**src/rtl/uart_rx_sampler.sv**
```systemverilog
// uart_rx_sampler: oversampling timing and majority-vote stage of the UART
// receiver. Produces the edge/bit counters consumed by the Rx FSM and a
// 3-sample majority-voted bit with a one-cycle update strobe.
// Optional macro UART_RX_SYNC_EN inserts a 2-flop synchronizer on rx_in.
module uart_rx_sampler #(
    parameter int EDGE_W = 6,
    parameter int BIT_W  = 4
) (
    input  logic              CLK,
    input  logic              RST,
    input  logic              rx_in,
    input  logic [EDGE_W-1:0] prescale,
    input  logic              par_en,
    input  logic              edge_bit_counter_en,
    input  logic              data_sample_en,
    output logic [EDGE_W-1:0] edge_cnt,
    output logic [BIT_W-1:0]  bit_cnt,
    output logic              sampled_bit,
    output logic              sample_valid
);

    logic [EDGE_W-1:0] half;
    logic [EDGE_W-1:0] win_lo;
    logic [EDGE_W-1:0] win_mid;
    logic [EDGE_W-1:0] edge_last;
    logic [BIT_W-1:0]  bit_last;
    logic              line;
    logic              sample_act;
    logic              s0;
    logic              s1;
    logic              win_ok;
    logic              vote;

    assign half      = prescale >> 1;
    assign win_lo    = half - EDGE_W'(2);
    assign win_mid   = half - EDGE_W'(1);
    assign edge_last = prescale - EDGE_W'(1);
    assign bit_last  = par_en ? BIT_W'(10) : BIT_W'(9);
    assign sample_act = data_sample_en && edge_bit_counter_en;

`ifdef UART_RX_SYNC_EN
    logic [1:0] sync;

    // Two-flop synchronizer; idles high so reset looks like an idle line.
    always_ff @(posedge CLK) begin
        if (RST) begin
            sync <= 2'b11;
        end else begin
            sync <= {sync[0], rx_in};
        end
    end

    assign line = sync[1];
`else
    assign line = rx_in;
`endif

    // Third sample is taken straight from the line so the vote lands on the
    // edge closing the edge_cnt == H cycle.
    assign vote = (s0 & s1) | (s0 & line) | (s1 & line);

    // Edge and bit counters; bit_cnt wraps at the stop bit with no dead cycle.
    always_ff @(posedge CLK) begin
        if (RST || !edge_bit_counter_en) begin
            edge_cnt <= '0;
            bit_cnt  <= '0;
        end else if (edge_cnt == edge_last) begin
            edge_cnt <= '0;
            bit_cnt  <= (bit_cnt == bit_last) ? '0 : bit_cnt + BIT_W'(1);
        end else begin
            edge_cnt <= edge_cnt + EDGE_W'(1);
        end
    end

    // Sample capture and vote; win_ok drops on any inactive cycle so a window
    // interrupted by data_sample_en never produces an update.
    always_ff @(posedge CLK) begin
        if (RST) begin
            s0           <= 1'b1;
            s1           <= 1'b1;
            win_ok       <= 1'b0;
            sampled_bit  <= 1'b1;
            sample_valid <= 1'b0;
        end else begin
            sample_valid <= 1'b0;
            if (!sample_act) begin
                win_ok <= 1'b0;
            end else if (edge_cnt == win_lo) begin
                s0     <= line;
                win_ok <= 1'b1;
            end else if (edge_cnt == win_mid) begin
                s1 <= line;
            end else if (edge_cnt == half) begin
                win_ok <= 1'b0;
                if (win_ok) begin
                    sampled_bit  <= vote;
                    sample_valid <= 1'b1;
                end
            end
        end
    end

endmodule

```
**config.mk**
```make
export PLATFORM = sky130hd
export DESIGN_NAME = uart_rx_sampler
export DESIGN_NICKNAME = d
export VERILOG_FILES = /design/src/rtl/uart_rx_sampler.sv
export SDC_FILE = /design/constraint.sdc
export NUM_CORES = 1
export LEC_CHECK = 0
export ABC_AREA = 1
export CAP_MARGIN = 20
export CELL_PAD_IN_SITES_DETAIL_PLACEMENT = 0
export CELL_PAD_IN_SITES_GLOBAL_PLACEMENT = 2
export CORE_MARGIN = 5
export CORE_UTILIZATION = 28
export DETAILED_ROUTE_END_ITERATION = 16
export HOLD_SLACK_MARGIN = 0.15
export MAX_ROUTING_LAYER = met4
export PLACE_DENSITY = 0.85
export SYNTH_ARGS = -nofsm -noshare
export SYNTH_HDL_FRONTEND = slang
export SYNTH_SLANG_ARGS = --single-unit
```
**constraint.sdc**
```tcl
create_clock -name CLK -period 2.6 [get_ports CLK]
set_input_delay 0.52 -clock CLK [delete_from_list [all_inputs] [get_ports CLK]]
set_output_delay 0.52 -clock CLK [all_outputs]
set_load 0.02 [all_outputs]
```
# Word level (Yosys, flattened, before mapping)
# Index checks and enable logic that the tools add are counted.
totals:
  register_bits: 15
  input_bits: 12
  latch_bits: 0
  memories: 0
  mem_bits_rw: 0
  romBits: 0
  elab_cells: 44
  output_inout_bits: 12
op_classes:
  n_lt_le_gt_ge: 0
  n_reduce_logical: 11
  add_sub_neg: 5
  div: 0
  eq_ne: 6
  bitwise_logic: 9
  n_mul: 0
  n_shift: 0
  muxes: 6
op_table:
  columns: ["op", "count"]
  rows:
  - ["== test 6 bit", 3]
  - ["adder 6 x 1 -> 6 bit, second input constant", 1]
  - ["== test 6 x 5 -> 1 bit", 1]
  - ["subtractor 5 x 1 -> 6 bit, second input constant", 1]
  - ["subtractor 5 x 2 -> 6 bit, second input constant", 1]
  - ["subtractor 6 x 1 -> 6 bit, second input constant", 1]
  - ["AND reduction 5 bit", 1]
  - ["OR reduction 5 bit", 1]
  - ["adder 4 x 1 -> 4 bit, second input constant", 1]
  - ["== test 4 bit", 1]
  - ["two-way mux 1 bit", 4]
  - ["two-way mux 4 bit", 1]
  - ["inverter 1 bit", 4]
  - ["AND reduction 2 bit", 2]
  - ["OR reduction 2 bit", 2]
  - ["AND 1 bit", 3]
  - ["AND reduction 3 bit", 1]
  - ["two-way mux 2 bit", 1]
  - ["!= test 2 bit, second input constant", 1]
  - ["bitwise OR 1 bit", 2]
  - ["nonzero test 2 bit", 1]
  - ["logical AND 1 bit", 1]
  - ["logical NOT 1 bit", 1]
  - ["logical OR 1 bit", 1]

# Depth between registers and ports, before layout
# Gate-level depths: netlist of run 1.
depth:
  ltp_word: 4
  mapped_depth: 13
  mapped_depth_nobuf: 13

# Worst setup path before layout of run 1
# Ideal clock, no wire load.
synth_timing:
  path_type: "input port to flip-flop"
  from: "input port prescale[2]"
  to: "register edge_cnt[0]"
  arrival_ns: 1.640
  path_stages: 10
  path_slack_ns: 0.830
  cell_sequence: "inv_1 -> ha_1 -> clkbuf_1 -> nand2_1 -> nand3_1 -> nand3_1 -> nor2_2 -> nand2_2 -> nand2_4 -> nor2_1"
synth_via:
  elab_chain_cells: 3
synth_lines:
  columns: ["item", "line_no", "source"]
  rows:
  - ["start: declaration", "12", "input logic [EDGE_W-1:0] prescale,"]
  - ["subtractor 6 x 1 -> 6 bit", "37", "assign edge_last = prescale - EDGE_W'(1);"]
  - ["== test 6 bit", "67", "end else if (edge_cnt == edge_last) begin"]
  - ["OR reduction 2 bit (no line)", null, null]
  - ["end signal: assignment", "71", "edge_cnt <= edge_cnt + EDGE_W'(1);"]
  - ["end: declaration", "16", "output logic [EDGE_W-1:0] edge_cnt,"]
# No other way between the ends.
# A chain may end at the register's enable or synchronous reset.

# Final worst setup path of run 1
layout_timing:
  from: "input port prescale[1]"
  to: "register edge_cnt[0]"
# The elaborated chain is that of the path after synthesis.

==> results of run 1 <==
-- how the worst min path moves through the flow --
| stage | end | depth (start not counted) |
|---|---|---|
| 2_1_floorplan | s1 | 2 |
| 3_3_place_gp | s1 | 2 |
| 3_5_place_dp | s1 | 2 |
| 5_1_grt | s1 | 2 |
| 6_report | s1 | 2 |
| 4_1_cts | s1 | 2 |
-- worst max-delay path, stage by stage --
cell	delay (ns)
clkdlybuf4s50_1	0.54
inv_1	0.14
ha_1	0.30
xnor2_1	0.13
a21oi_1	0.21
nand3_1	0.12
nor2_2	0.19
nand2_2	0.13
nand2_4	0.12
nor2_1	0.04
-- routing by layer --
layer,up-vias,wire (um),GRT usage [%]
li1,720,-,-
met1,576,1755,15.85
met2,13,1428,18.08
met3,6,83,2.693
met4,0,99,6.294
met5,-,0,-
-- cell usage after synthesis --
cell      number
nand2_1       73
nor2_1        28
inv_1         23
nand3_1       23
dfxtp_1       15
a21oi_1        9
ha_1           7
xor2_1         5
o21ai_0        4
inv_2          3
or2_2          3
xnor2_1        3
nand2_2        2
nand4_1        2
nor2_2         2
nor3_1         2
a211oi_1       1
a21oi_2        1
buf_4          1
clkbuf_1       1
maj3_1         1
nand2_4        1
nand2b_1       1
o21ai_1        1
o21bai_1       1
-- power groups by stage --
| stage | clock [mW] | sequential [mW] | combinational [mW] |
|---|---|---|---|
| 2_1_floorplan | 0 | 0.242 | 0.0730 |
| 3_3_place_gp | 0 | 0.242 | 0.123 |
| 3_5_place_dp | 0 | 0.242 | 0.122 |
| 4_1_cts | 0.196 | 0.236 | 0.123 |
| 5_1_grt | 0.208 | 0.237 | 0.137 |
| 6_report | 0.186 | 0.236 | 0.122 |
-- registers in the layout, indices dropped and copies added (netlist names) --
| name | flops |
|---|---|
| edge_cnt | 6 |
| sampled_bit | 1 |
| bit_cnt | 4 |
| win_ok | 1 |
| s1 | 1 |
| sample_valid | 1 |
| s0 | 1 |
-- kinds of logic (layout without fill, tap and decap cells) --
kind of cell | after synthesis | count (layout)
compound gates | 17 | 17
xor+xnor | 8 | 8
fa+ha+maj | 8 | 8
buf+inv | 28 | 55
flops | 15 | 15
simple gates | 137 | 137
-- layout by cell type (no fill, tap or decap), types with 2 or more instances in the layout --
cell type        count
xor2_1               5
or2_2                3
inv_1               23
a21oi_1              9
xnor2_1              3
nor3_1               2
dfxtp_1             15
nand4_1              2
nand2_2              2
inv_2                3
buf_4                2
o21ai_0              4
nor2_1              28
clkbuf_8             3
nand2_1             73
nor2_2               2
ha_1                 7
nand3_1             23
clkdlybuf4s50_1     23
-- layout make-up --
| cell class | instances | area [sq um] |
|---|---|---|
| fill | 485 | 2761 |
| multi-input combinational | 170 | 839.6 |
| sequential | 15 | 300.3 |
| timing repair buffer | 25 | 245.2 |
| inverter | 26 | 97.59 |
| tap | 52 | 65.06 |
| clock buffer | 4 | 45.04 |
-- metrics by stage --
| step | area (sq um) | setup slack [ns] |
|---|---|---|
| floorplan | 1249 | 0.8302 |
| global placement | 1548 | 0.07759 |
| detailed placement | 1548 | 0.05521 |
| CTS | 1593 | 0.3184 |
| global route | 1593 | 0.1840 |
| finish | 1593 | 0.2821 |
==> results.yml, run 1 <==
worst_setup_path:
  cp_data_arrival_time_ns: 2.45
  cp-end-kind: "flip-flop"
  worstSetupPathType: "in2reg"
  crit_start: "prescale[1]"
  start_kind: "input pin"
  worst_ep_required_time_ns: 2.73
  worstPathMaxFanout: 7
  timing.rr.start: "edge_cnt[0]"
  r2r_cells: 8
  regToRegEndpoint: "edge_cnt[0]"
  cp-endpoint: "edge_cnt[0]"
  rrSetupSlack_ns: 1.02
cts:
  cts-root-buf: "clkbuf_8"
  clk_pin_slew_worst_paths_ns: 0.06
  holdBufCountCts: 0
  numCtsBuffers: 3
  cts_buffer_depth: 2
  cts.repair.resized: 0
  clock_latency_ns: 0.24
  tritoncts: "built"
  cts_num_sinks: 15
  cts_setup_buffers: 0
  htree_levels: 1
cells_and_area:
  antenna_cells: 0
  final_cell_count_no_fill: 292
  drive_above_1_share_pct: 7.083
  finalCoreUtilization_pct: 36.58
  final_nets: 260
  area_delta_synth_final_pct: 27.56
hold_path:
  hold_class: "reg2reg"
  hold_start: "s1"
global_routing:
  grt_use_total_pct: 12.34
  grt-ovfl-total: 0
  antenna_found_initial: 0
  grt_pass1_wl_um: 5740
  grt_max_degree: 9
  first_global_vias: 1253
power:
  p_leak_nw: 0.7186
  pwr-share-seq_pct: 43.4
  power.share.switching_pct: 28.22
  switchingPower_mw: 0.1537
  p_clk_share_pct: 34.2
  p_comb_share_pct: 22.4
  p_per_area_nw_per_um2: 341.9
  power_mw: 0.5446
  p_int_mw: 0.3910
  ir_drop_uv: 169.9
logic_synthesis:
  synthMuxAreaShare_pct: 0
  syn_avg_cell_area_sq_um: 5.862
  synth_seq_cells: 15
  synth_compound_gate_area_share_pct: 7.515
  mappedNetlistArea_sq_um: 1249
  yosysSeqAreaShare_pct: 24.05
  yosysWarnings: 0
  synth_cell_types: 25
  synth_top_family_by_area: "simple AND/OR/NAND/NOR gates"
  synthCells: 213
  synth_top_cell_by_area: "dfxtp_1"
  synth_top_area_share_pct: 24.05
  synth.top_cells.by_area: "dfxtp_1 (24%), nand2_1 (22%), nand3_1 (9.2%), nor2_1 (8.4%), ha_1 (7.0%)"
  synth-xor-area-share_pct: 5.611
  yosys.area_share.adder_pct: 7.816
  synthSimpleGateAreaFrac_pct: 46.29
  synth_nets: 232
die:
  die_area_sq_um: 5895
  die_w_um: 76.78
  initial_utilization_pct: 28.68
  ioPinCount: 24
  rows: 24
  die_h_um: 76.78
  core_sq_um: 4354
drt:
  ant_nets: 0
  dr.pass1.iters: 4
  wl_per_cell_um: 11.53
  viasPerCell: 4.503
  drc: 0
  vias: 1315
  wirelength_um: 3367
  drt_iter0_markers: 65
sta:
  finalCriticalPeriod_ns: 2.318
  whs_ns: 0.4665
  rsz0062_at_grt: "no"
  slew_viol_final: 0
  hold_viol: 0
  slew_headroom_pct: 77.31
  worst_pin_slew_ns: 0.3378
  fmax_mhz: 431.4
  finalCritPeriodShare_pct: 89.15
  finalSetupViolCount: 0
  clock_skew_ns: 0.001532
  fin_setup_tns_ns: 0
place:
  gp_congestion: 0.8126
  place_inst: 288
  dp_hpwl_um: 2829
  io_buffers: 23
outcome:
  outcome: "finished, final reports clean"
job:
  max_cap_violations: 0
Note: power is estimated with default switching activity, not from simulation.
==> inputs of run 2 (changes only) <==
CTS_CLUSTER_DIAMETER = 40   (was not set)
GPL_ROUTABILITY_DRIVEN = 0   (was not set)
RECOVER_POWER = 25   (was not set)
==> results.yml, run 2 (synthesis gave the netlist of run 1 again) <==
die:
  die_w_um: 76.78
  initial_utilization_pct: 28.68
  die_h_um: 76.78
  die_area_sq_um: 5895
  rows: 24
  ioPinCount: 24
  core_sq_um: 4354
place:
  dp_hpwl_um: 2829
  io_buffers: 23
  placed_cell_area_sq_um: 1548
  place_inst: 288
cells_and_area:
  fin_area_sq_um: 1593
  antenna_cells: 0
  drive_above_1_share_pct: 7.083
  final_cell_count_no_fill: 292
  largest_register: "edge_cnt"
  finalCoreUtilization_pct: 36.58
  seq_area_sq_um: 300.3
  area_delta_synth_final_pct: 27.56
  reg_top3: "edge_cnt x6, bit_cnt x4"
  largest_register_ff_count: 6
  nFillCells: 485
  final_common_cell: "nand2_1"
  final_nets: 260
  multiInputGateArea_sq_um: 839.6
  mostFrequentLayoutCells: "nand2_1 (73), nor2_1 (28), inv_1 (23), nand3_1 (23), clkdlybuf4s50_1 (17)"
worst_setup_path:
  cp-endpoint: "edge_cnt[0]"
  regToRegEndpoint: "edge_cnt[0]"
  cp-end-kind: "flip-flop"
  slowest_stage: "clkdlybuf4s50_1"
  cp_data_arrival_time_ns: 2.45
  critical-path-max-stage-delay_ns: 0.54
  start_kind: "input pin"
  path_cells: "clkdlybuf4s50_1 > inv_1 > ha_1 > xnor2_1 > a21oi_1 > nand3_1 > nor2_2 > nand2_2 > nand2_4 > nor2_1"
  rrSetupSlack_ns: 1.02
  crit_start: "prescale[1]"
  r2r_cells: 8
  worstSetupPathType: "in2reg"
  timing.rr.start: "edge_cnt[0]"
  worstPathMaxFanout: 7
  worst_ep_required_time_ns: 2.73
job:
  max_cap_violations: 0
drt:
  drc: 0
  wirelength_um: 3372
  met1_length_um: 1726
  viasPerCell: 4.493
  wl_met2_um: 1427
  highest_layer: "met4"
  vias: 1312
  ant_nets: 0
  drt_iter0_markers: 65
  wl_met3_um: 118
  wl_per_cell_um: 11.55
  dr.pass1.iters: 4
sta:
  rsz0062_at_grt: "no"
  hold_viol: 0
  fin_setup_tns_ns: 0
  slew_headroom_pct: 77.18
  clock_skew_ns: 0.001535
  finalCriticalPeriod_ns: 2.318
  worst_pin_slew_ns: 0.3397
  slew_viol_final: 0
  fmax_mhz: 431.4
  finalCritPeriodShare_pct: 89.16
  finalSetupViolCount: 0
cts:
  clk_pin_slew_worst_paths_ns: 0.06
  clock_latency_ns: 0.24
  cts_buffer_depth: 2
  numCtsBuffers: 3
  cts.repair.resized: 0
  holdBufCountCts: 0
  tritoncts: "built"
  cts_num_sinks: 15
  htree_levels: 1
  cts-root-buf: "clkbuf_8"
  cts_setup_buffers: 0
outcome:
  outcome: "finished, final reports clean"
global_routing:
  first_global_vias: 1253
  grt_pass1_wl_um: 5740
  grt_max_degree: 9
  grt_use_total_pct: 12.34
  antenna_found_initial: 0
  grt-ovfl-total: 0
hold_path:
  hold_class: "reg2reg"
power:
  ir_drop_uv: 169.9
  p_leak_nw: 0.7334
  p_per_area_nw_per_um2: 341.8
[run 2: cell types whose count changed in the layout (fill, tap and decap cells not counted), sizes merged]
| cell | delta |
|---|---|
| dlygate4sd3 | +6 |
| clkdlybuf4s50 | -6 |
[run 2: routing by layer]
layer / GRT usage (%) / vias to the layer above
met1: 15.85 / 571
met5: - / -
met3: 2.693 / 6
met4: 6.294 / 0
met2: 18.08 / 16
li1: - / 719
[run 2: area by class of cell]
cell class | count | share of cell area [%]
timing repair buffer | 25 | 15.40
multi-input combinational | 170 | 52.71
sequential | 15 | 18.85
tap | 52 | 4.085
clock buffer | 4 | 2.828
inverter | 26 | 6.127
[run 2: critical path, delay by kind of cell]
family | cells | cell delay [ns]
AOI/OAI and AO/OA | 1 | 0.21
xor gates and xnor gates | 1 | 0.13
adders and majority gates | 1 | 0.30
buffers and inverters | 2 | 0.68
and+or+nand+nor | 5 | 0.60
[run 2: worst min-delay path by stage]
stage	start	endpoint	slack, ns	cells past startpoint
4_1_cts	s1	s1	0.47	2
5_1_grt	s1	s1	0.51	2
6_report	s1	s1	0.47	2
2_1_floorplan	s1	s1	0.43	2
3_3_place_gp	s1	s1	0.45	2
3_5_place_dp	s1	s1	0.46	2
[run 2: per-stage QoR]
stage | hold slack, ns | worst slack, ns | power (mW)
after floorplan | 0.4321 | 0.8302 | 0.3152
after global placement | 0.4489 | 0.07759 | 0.3650
after detailed placement | 0.4583 | 0.05521 | 0.3632
after CTS | 0.4696 | 0.3184 | 0.5554
after global routing | 0.5103 | 0.1840 | 0.5817
final | 0.4665 | 0.2819 | 0.5444
[run 2: power by group]
group,total (mW),switching [mW],internal (mW)
registers,0.236,0.00425,0.232
clock network,0.186,0.0781,0.108
logic,0.122,0.0713,0.0504
total,0.544,0.154,0.391
